==> src/rtl/uart_tx_fifo.sv <==
// rtl/uart_tx_fifo.sv - FIFO-buffered UART transmitter with CTS gating and optional even parity
module uart_tx_fifo #(
    parameter int DATA_WIDTH = 8,
    parameter int PARITY_EN  = 0,
    parameter int STOP_BITS  = 1,
    parameter int FIFO_DEPTH = 16
) (
    input  logic                          i_clk,
    input  logic                          i_rst,
    input  logic                          i_baud,
    output logic                          o_baud_en,
    input  logic [DATA_WIDTH-1:0]         i_din,
    input  logic                          i_valid,
    output logic                          o_ready,
    output logic [$clog2(FIFO_DEPTH):0]   o_fifo_count,
    output logic                          o_busy,
    input  logic                          i_cts_n,
    output logic                          o_TX
);
    localparam int AW = $clog2(FIFO_DEPTH);
    localparam int CW = AW + 1;

    typedef enum logic [2:0] {IDLE, START, DATA, PARITY, STOP} state_t;

    logic [DATA_WIDTH-1:0] mem_q [FIFO_DEPTH];
    logic [AW-1:0]         wr_ptr_q, rd_ptr_q;
    logic [CW-1:0]         count_q;
    logic                  full, empty, push, pop;

    logic                  cts_meta_q, cts_sync_q;

    state_t                state_q, state_d;
    logic [DATA_WIDTH-1:0] shift_q, shift_d;
    logic                  par_q, par_d;
    logic [3:0]            cnt_q, cnt_d;
    logic                  load_q, load_d;

    assign full  = (count_q == CW'(FIFO_DEPTH));
    assign empty = (count_q == '0);
    assign push  = i_valid && !full;

    assign o_ready      = !full;
    assign o_fifo_count = count_q;
    assign o_busy       = (state_q != IDLE);

    always_ff @(posedge i_clk) begin
        if (push) begin
            mem_q[wr_ptr_q] <= i_din;
        end
    end

    always_ff @(posedge i_clk) begin
        if (i_rst) begin
            wr_ptr_q <= '0;
            rd_ptr_q <= '0;
            count_q  <= '0;
        end else begin
            if (push) wr_ptr_q <= wr_ptr_q + 1'b1;
            if (pop)  rd_ptr_q <= rd_ptr_q + 1'b1;
            case ({push, pop})
                2'b10:   count_q <= count_q + 1'b1;
                2'b01:   count_q <= count_q - 1'b1;
                default: count_q <= count_q;
            endcase
        end
    end

    // CTS idles "not clear" so nothing leaves before the far end is known ready
    always_ff @(posedge i_clk) begin
        if (i_rst) begin
            cts_meta_q <= 1'b1;
            cts_sync_q <= 1'b1;
        end else begin
            cts_meta_q <= i_cts_n;
            cts_sync_q <= cts_meta_q;
        end
    end

    always_ff @(posedge i_clk) begin
        if (i_rst) begin
            state_q <= IDLE;
            shift_q <= '0;
            par_q   <= 1'b0;
            cnt_q   <= '0;
            load_q  <= 1'b0;
        end else begin
            state_q <= state_d;
            shift_q <= shift_d;
            par_q   <= par_d;
            cnt_q   <= cnt_d;
            load_q  <= load_d;
        end
    end

    always_comb begin
        state_d   = state_q;
        shift_d   = shift_q;
        par_d     = par_q;
        cnt_d     = cnt_q;
        load_d    = load_q;
        pop       = 1'b0;
        o_TX      = 1'b1;
        o_baud_en = 1'b1;
        case (state_q)
            IDLE: begin
                o_baud_en = 1'b0;
                // the popped word spends one cycle in the shift register before START
                if (load_q) begin
                    load_d  = 1'b0;
                    state_d = START;
                end else if (!empty && !cts_sync_q) begin
                    pop     = 1'b1;
                    load_d  = 1'b1;
                    shift_d = mem_q[rd_ptr_q];
                    par_d   = ^mem_q[rd_ptr_q];
                end
            end
            START: begin
                o_TX = 1'b0;
                if (i_baud) begin
                    state_d = DATA;
                    cnt_d   = '0;
                end
            end
            DATA: begin
                o_TX = shift_q[0];
                if (i_baud) begin
                    shift_d = shift_q >> 1;
                    cnt_d   = cnt_q + 1'b1;
                    if (cnt_q == 4'(DATA_WIDTH - 1)) begin
                        cnt_d   = '0;
                        state_d = (PARITY_EN != 0) ? PARITY : STOP;
                    end
                end
            end
            PARITY: begin
                o_TX = par_q;
                if (i_baud) begin
                    state_d = STOP;
                    cnt_d   = '0;
                end
            end
            STOP: begin
                if (i_baud) begin
                    cnt_d = cnt_q + 1'b1;
                    if (cnt_q == 4'(STOP_BITS - 1)) begin
                        cnt_d   = '0;
                        state_d = IDLE;
                    end
                end
            end
            default: state_d = IDLE;
        endcase
    end
endmodule

==> config.mk <==
export PLATFORM = sky130hd
export DESIGN_NAME = uart_tx_fifo
export DESIGN_NICKNAME = d
export VERILOG_FILES = /design/src/rtl/uart_tx_fifo.sv
export SDC_FILE = /design/constraint.sdc
export NUM_CORES = 1
export LEC_CHECK = 0
export BUFFER_PORTS_ARGS = -buffer_cell sky130_fd_sc_hd__buf_2
export CORE_MARGIN = 2
export CORE_UTILIZATION = 44
export CTS_CLUSTER_SIZE = 12
export DETAILED_ROUTE_END_ITERATION = 8
export GPL_ROUTABILITY_DRIVEN = 0
export HOLD_SLACK_MARGIN = 0.15
export PLACE_DENSITY_LB_ADDON = 0.1
export SETUP_SLACK_MARGIN = 0.15
export SYNTH_ARGS = -nofsm -noshare
export SYNTH_HDL_FRONTEND = slang
export SYNTH_SLANG_ARGS = --single-unit
==> constraint.sdc <==
create_clock -name i_clk -period 2.9 [get_ports i_clk]
set_input_delay 0.725 -clock i_clk [delete_from_list [all_inputs] [get_ports i_clk]]
set_output_delay 0.725 -clock i_clk [all_outputs]
set_load 0.01 [all_outputs]
# Yosys cells after proc, flatten, opt, wreduce, memory -nomap -nowiden
# Memory sizes are Yosys's and may differ from the RTL's. A register that Yosys moved wholly into a read port is not among the register bits.
# Index checks and enable logic that the tools add are counted.
[classes] n_addsub=5 eq_ne=18 n_mux=28 bitwise=1 reduce_logical=18
[op_table] op="two-way mux 4 bit" count=7
[op_table] op="two-way mux 8 bit" count=3
[op_table] op="two-way mux 3 bit" count=7
[op_table] op="inequality test 2 bit, second input constant" count=9
[op_table] op="one-hot mux 8 bit (2 select lines)" count=1
[op_table] op="one-hot mux 3 bit (5 select lines)" count=1
[op_table] op="adder 4 x 1 -> 4 bit, second input constant" count=3
[op_table] op="one-hot mux 4 bit (3 select lines)" count=1
[op_table] op="one-hot mux 5 bit (2 select lines)" count=1
[op_table] op="AND reduction 4 bit" count=2
[op_table] op="XOR reduction 8 bit" count=1
[op_table] op="AND reduction 7 bit" count=1
[op_table] op="equality test 3 x 2 -> 1 bit, second input constant" count=2
[op_table] op="two-way mux 1 bit" count=6
[op_table] op="nonzero test 3 bit" count=2
[op_table] op="adder 5 x 1 -> 5 bit, second input constant" count=1
[op_table] op="equality test 5 bit, second input constant" count=1
[op_table] op="logical NOT 5 bit" count=1
[op_table] op="subtractor 5 x 1 -> 5 bit, second input constant" count=1
[op_table] op="equality test 4 x 3 -> 1 bit, second input constant" count=1
[op_table] op="logical NOT 4 bit" count=1
[op_table] op="nonzero test 2 bit" count=2
[op_table] op="equality test 3 x 1 -> 1 bit, second input constant" count=1
[op_table] op="equality test 3 bit, second input constant" count=1
[op_table] op="10 further kinds" count=13
[word_totals] regBits=32 ramBits=128 n_memories=1
[mem_list] name="mem_q" depth=16 width=8 rd=1 rd_ports_with_merged_regs=1 wr=1 line="25" rtl="logic [DATA_WIDTH-1:0] mem_q [FIFO_DEPTH];"

# Longest topological paths before layout
[logic_depth] depth_word=8 mapped_depth=15

# Least setup slack after synthesis
# OpenSTA, ideal clock, no wires.
[synth_timing] path_type="reg2reg" start="register state_q[0]" end="register count_q[4] (netlist: o_fifo_count[4])" arrival_time_ps=3067 required_time_ps=2772 path_slack_ps=-294 path_stages_with_launch=15 path_buffers=4 period_less_slack_ps=3194 path_cell_list="dfxtp_1 -> buf_2 -> or3_1 -> clkbuf_1 -> a211oi_1 -> buf_2 -> ha_1 -> clkbuf_1 -> xor2_1 -> ha_1 -> o211a_1 -> o31a_1 -> nor3_2 -> xnor2_1 -> nor2_1"
[synth_between] elab_chain_len=4 elab_cells_between_ends=6 cone_classes="2 x eq/ne; 2 x mux; 2 x reduce/logical"
[synth_lines] item="start: declaration" line="32" rtl="state_t state_q, state_d;"
[synth_lines] item="start signal: assignment" line="87" rtl="state_q <= state_d;"
[synth_lines] item="logical NOT 3 bit *" line="104" rtl="case (state_q)"
[synth_lines] item="two-way mux 1 bit *" line="104"
[synth_lines] item="net pop" line="28" rtl="logic full, empty, push, pop;"
[synth_lines] item="equality test 2 x 1 -> 1 bit / equality test 2 bit (equally long branches)" line="60" rtl="case ({push, pop})"
[synth_lines] item="one-hot mux 5 bit (2 select lines) / nonzero test 2 bit (equally long branches)"
[synth_lines] item="end signal: assignment" line="61" rtl="2'b10: count_q <= count_q + 1'b1;"
[synth_lines] item="end signal: assignment" line="62" rtl="2'b01: count_q <= count_q - 1'b1;"
[synth_lines] item="end signal: assignment" line="63" rtl="default: count_q <= count_q;"
[synth_lines] item="end: declaration" line="27" rtl="logic [CW-1:0] count_q;"
# Mark *: on every way through the listed nets, which the timed path passes. The rest lies on a longest branch.
# A chain may end at the register's enable or synchronous reset.

# Worst setup path after layout
[layout_timing] start="register state_q[0]" end="register count_q[4] (netlist: o_fifo_count[4])"
[layout_between] elab_chain_len=4 elab_cells_between_ends=6 cone_classes="2 x eq/ne; 2 x mux; 2 x reduce/logical"
[layout_lines] item="logical NOT 3 bit *" line="104"
[layout_lines] item="two-way mux 1 bit *" line="104"
[layout_lines] item="equality test 2 x 1 -> 1 bit / equality test 2 bit (equally long branches)" line="60"
[layout_lines] item="one-hot mux 5 bit (2 select lines) / nonzero test 2 bit (equally long branches)"
# Every way passes the cells marked *; elsewhere a longest branch is shown, timed or not.

==> flow_summary_export.csv <==
group,metric,value,unit
critical_path,cp_slowest_cell,"or3_1",
final_layout,final_cell_mix,"edfxtp_1 (128), nor2_1 (49), dfxtp_1 (35)",
critical_path,crit_path_start_kind,"flop",
drt,first_pass_iters,4,
power,power.leakage,2.70,nW
drt,viasPerCell,5.40,
floorplanning,io_pins,22,
drt,wl_met3,537,um
timing,fin_ws,0.320,ns
cts,cts.clk_slew.worst_paths,0.07,ns
cts,htreeDepth,4,
cts,numCtsBuffers,17,
floorplanning,die_area,16400,um2
synthesis,ys_types,45,
synthesis,synthArstFlopShare,0,%
final_layout,finish.utilization,51.9,%
power,clkPwrFrac,43.6,%
critical_path,cp.required,3.19,ns
run,maxCapViolCount,0,
final_layout,drive_above_1_share,23.6,%
synthesis,syn_avg_cell_area,15.8,um2
floorplanning,die_x,128,um
cts,insertion_delay,0.43,ns
timing,max_slew.worst_pin.slew,0.699,ns
critical_path,worstPathCellList,"or3_1 > a211oi_2 > ha_4 > ha_1 > and4_1 > o31a_1 > nor3_2 > xnor2_1 > nor2_1",
final_layout,syn2layout_area_growth,15.8,%
critical_path,r2r_cells,9,
global_route,overflow,0,
timing,slew_headroom,53.3,%
drt,met2_length,6530,um
critical_path,critPathKind,"flop to flop",
drt,avgRoutedWirePerCell,19.6,um
synthesis,syn-num-nets,453,
drt,drt_iter0_markers,280,
power,seqPwrFrac,49.9,%
hold_path,min_path_cells,1,
power,switching_share,23.9,%
synthesis,syn_inst,430,
placed_design,port_buffers,21,
final_layout,layout_commonest_cell,"edfxtp_1",
floorplanning,core_area,15100,um2
placed_design,place_worst_setup_slack,0.212,ns
critical_path,cpPeakStageDelay,0.44,ns
cts,cts.sinks,164,
synthesis,synth_edf_count,128,
final_layout,nFillCells,1218,
final_layout,final_cells,671,
synthesis,syn_area,6780,um2
synthesis,yosysWarnings,0,
hold_path,hold_path.class,"flop to flop",
synthesis,seq_area_frac_synth,67.3,%
global_route,grtUsageTotal,17.6,%
outcome,status,"completed",
global_route,grt_pass1_wl,20800,um
synthesis,synth-seq-cells,164,
floorplanning,initial_core_util,44.8,%
critical_path,critPathMaxFanout,9,
timing,fin_skew,0.00770,ns
global_route,grt_pass1_vias,3763,
critical_path,arrival,2.87,ns
drt,ant_nets,0,
power,internal_power,3.97,mW
drt,routedLengthMet1,5890,um
cts,cts_buffer_depth,2,
power,power_density,663,nW/um2
floorplanning,die_h,128,um
global_route,antenna_found_initial,0,
cts,cts_tree,"built",
timing,hold_viol_final,0,
global_route,grt_max_degree,36,
drt,top_layer,"met4",
timing,rsz0062_at_grt,"no",
critical_path,ff2ff_setup_slack,0.32,ns
power,pwr-share-comb,6.5,%
drt,route.detailed.drc,0,
power,p_switching,1.24,mW
drt,vias,3623,
timing,slew_viol_final,0,
final_layout,nets,493,
cts,root_buffer,"clkbuf_16",
critical_path,worst_setup_path_end_kind,"flop",
drt,routed_wl,13100,um
placed_design,dp_hpwl,8060,um
timing,max_freq,388,MHz
power,vdd_drop_max,0.430,mV
timing,tns,0,ns
final_layout,insertedDiodeCount,0,
timing,post-route-period-util,89.0,%
synthesis,synth_flop_cell,"edfxtp_1",
placed_design,placed_cells,635,
floorplanning,num_rows,45,
timing,final.min_clock_period,2.58,ns
timing,setup_viol,0,
-- synth_stat cells, drive strengths merged, types with 2 or more instances --
cell type / number / share of area (%)
buf: 17 / 1.6
ha: 10 / 1.8
a22oi: 17 / 1.9
nor4: 2 / 0.28
xnor2: 13 / 1.7
nor3: 7 / 0.59
nand3: 2 / 0.15
edfxtp: 128 / 57
a21o: 3 / 0.33
nor2b: 4 / 0.37
or2: 3 / 0.28
nand2b: 7 / 0.65
mux2i: 12 / 1.8
dfxtp: 36 / 11
o21ai: 5 / 0.37
nand4: 3 / 0.28
nor2: 49 / 2.7
mux4: 32 / 11
inv: 7 / 0.39
nand2: 23 / 1.3
and2: 2 / 0.18
clkbuf: 11 / 0.63
a211oi: 10 / 1.1
xor2: 8 / 1.0
a21oi: 7 / 0.52
-- layer usage --
layer	up-vias	track usage, %
met5	-	0
met3	12	4.59
met2	65	28.9
met1	1812	22.6
met4	0	6.66
li1	1734	-
-- flip-flops by register name, summed over array words and instances (netlist names), named ones only --
signal,cells
cnt_q,4
cts_meta_q,1
wr_ptr_q,4
mem_q,128
load_q,1
par_q,1
o_fifo_count,5
rd_ptr_q,4
state_q,3
cts_sync_q,1
shift_q,8
-- what timing repair did --
item,4_1_cts,5_1_grt
resized for setup,0,2
hold buffers,0,0
buffers inserted,0,4
endpoints found under the setup margin,0,1
-- area by class of cell --
class                      instances  area (um2)  area share [%]
tap                              188         235            2.99
inverter                           7        28.8           0.366
clock buffer                      17         425            5.41
sequential                       164        4570            58.1
timing repair buffer              49         340            4.33
multi-input combinational        231        2080            26.5
clock inverter                    15         183            2.32
-- power by group through the flow --
stage | Clock (mW) | Sequential [mW] | Combinational [mW]
finish | 2.27 | 2.60 | 0.341
global route | 2.42 | 2.60 | 0.379
CTS | 2.33 | 2.60 | 0.340
detailed placement | 0 | 2.65 | 0.338
global placement | 0 | 2.65 | 0.335
floorplan | 0 | 2.65 | 0.235
-- path summary, 6_finish.rpt --
kind	from	endpoint
worst max-delay path	state_q[0]	o_fifo_count[4]
worst min-delay path	cts_meta_q	cts_sync_q
worst max register to register	state_q[0]	o_fifo_count[4]
worst min register to register	cts_meta_q	cts_sync_q
-- metrics by stage --
step,power [mW],area [um2],hold slack [ns]
floorplan,2.88,6850,0.389
global placement,2.98,7220,0.402
detailed placement,2.99,7220,0.409
CTS,5.27,7820,0.428
global route,5.40,7860,0.433
finish,5.21,7860,0.419
-- logic make-up (layout without fill, tap and decap cells) --
family	Yosys count	count (layout)	synth area share, %
simple gates	107	107	7.29
compound gates	49	49	5.22
flops	164	164	67.3
mux	44	44	13.1
buf+inv	35	88	2.60
fa+ha+maj	10	10	1.84
xor+xnor	21	21	2.71
-- critical path: cells and delay by family, from the launching register on --
kind	cells	cell delay, ns
AOI/OAI and AO/OA	2	0.63
xor gates and xnor gates	1	0.13
DFF	1	0.38
adders and majority gates	2	0.48
and+or+nand+nor	4	0.83
No activity file was read; power rests on OpenSTA's default activity.
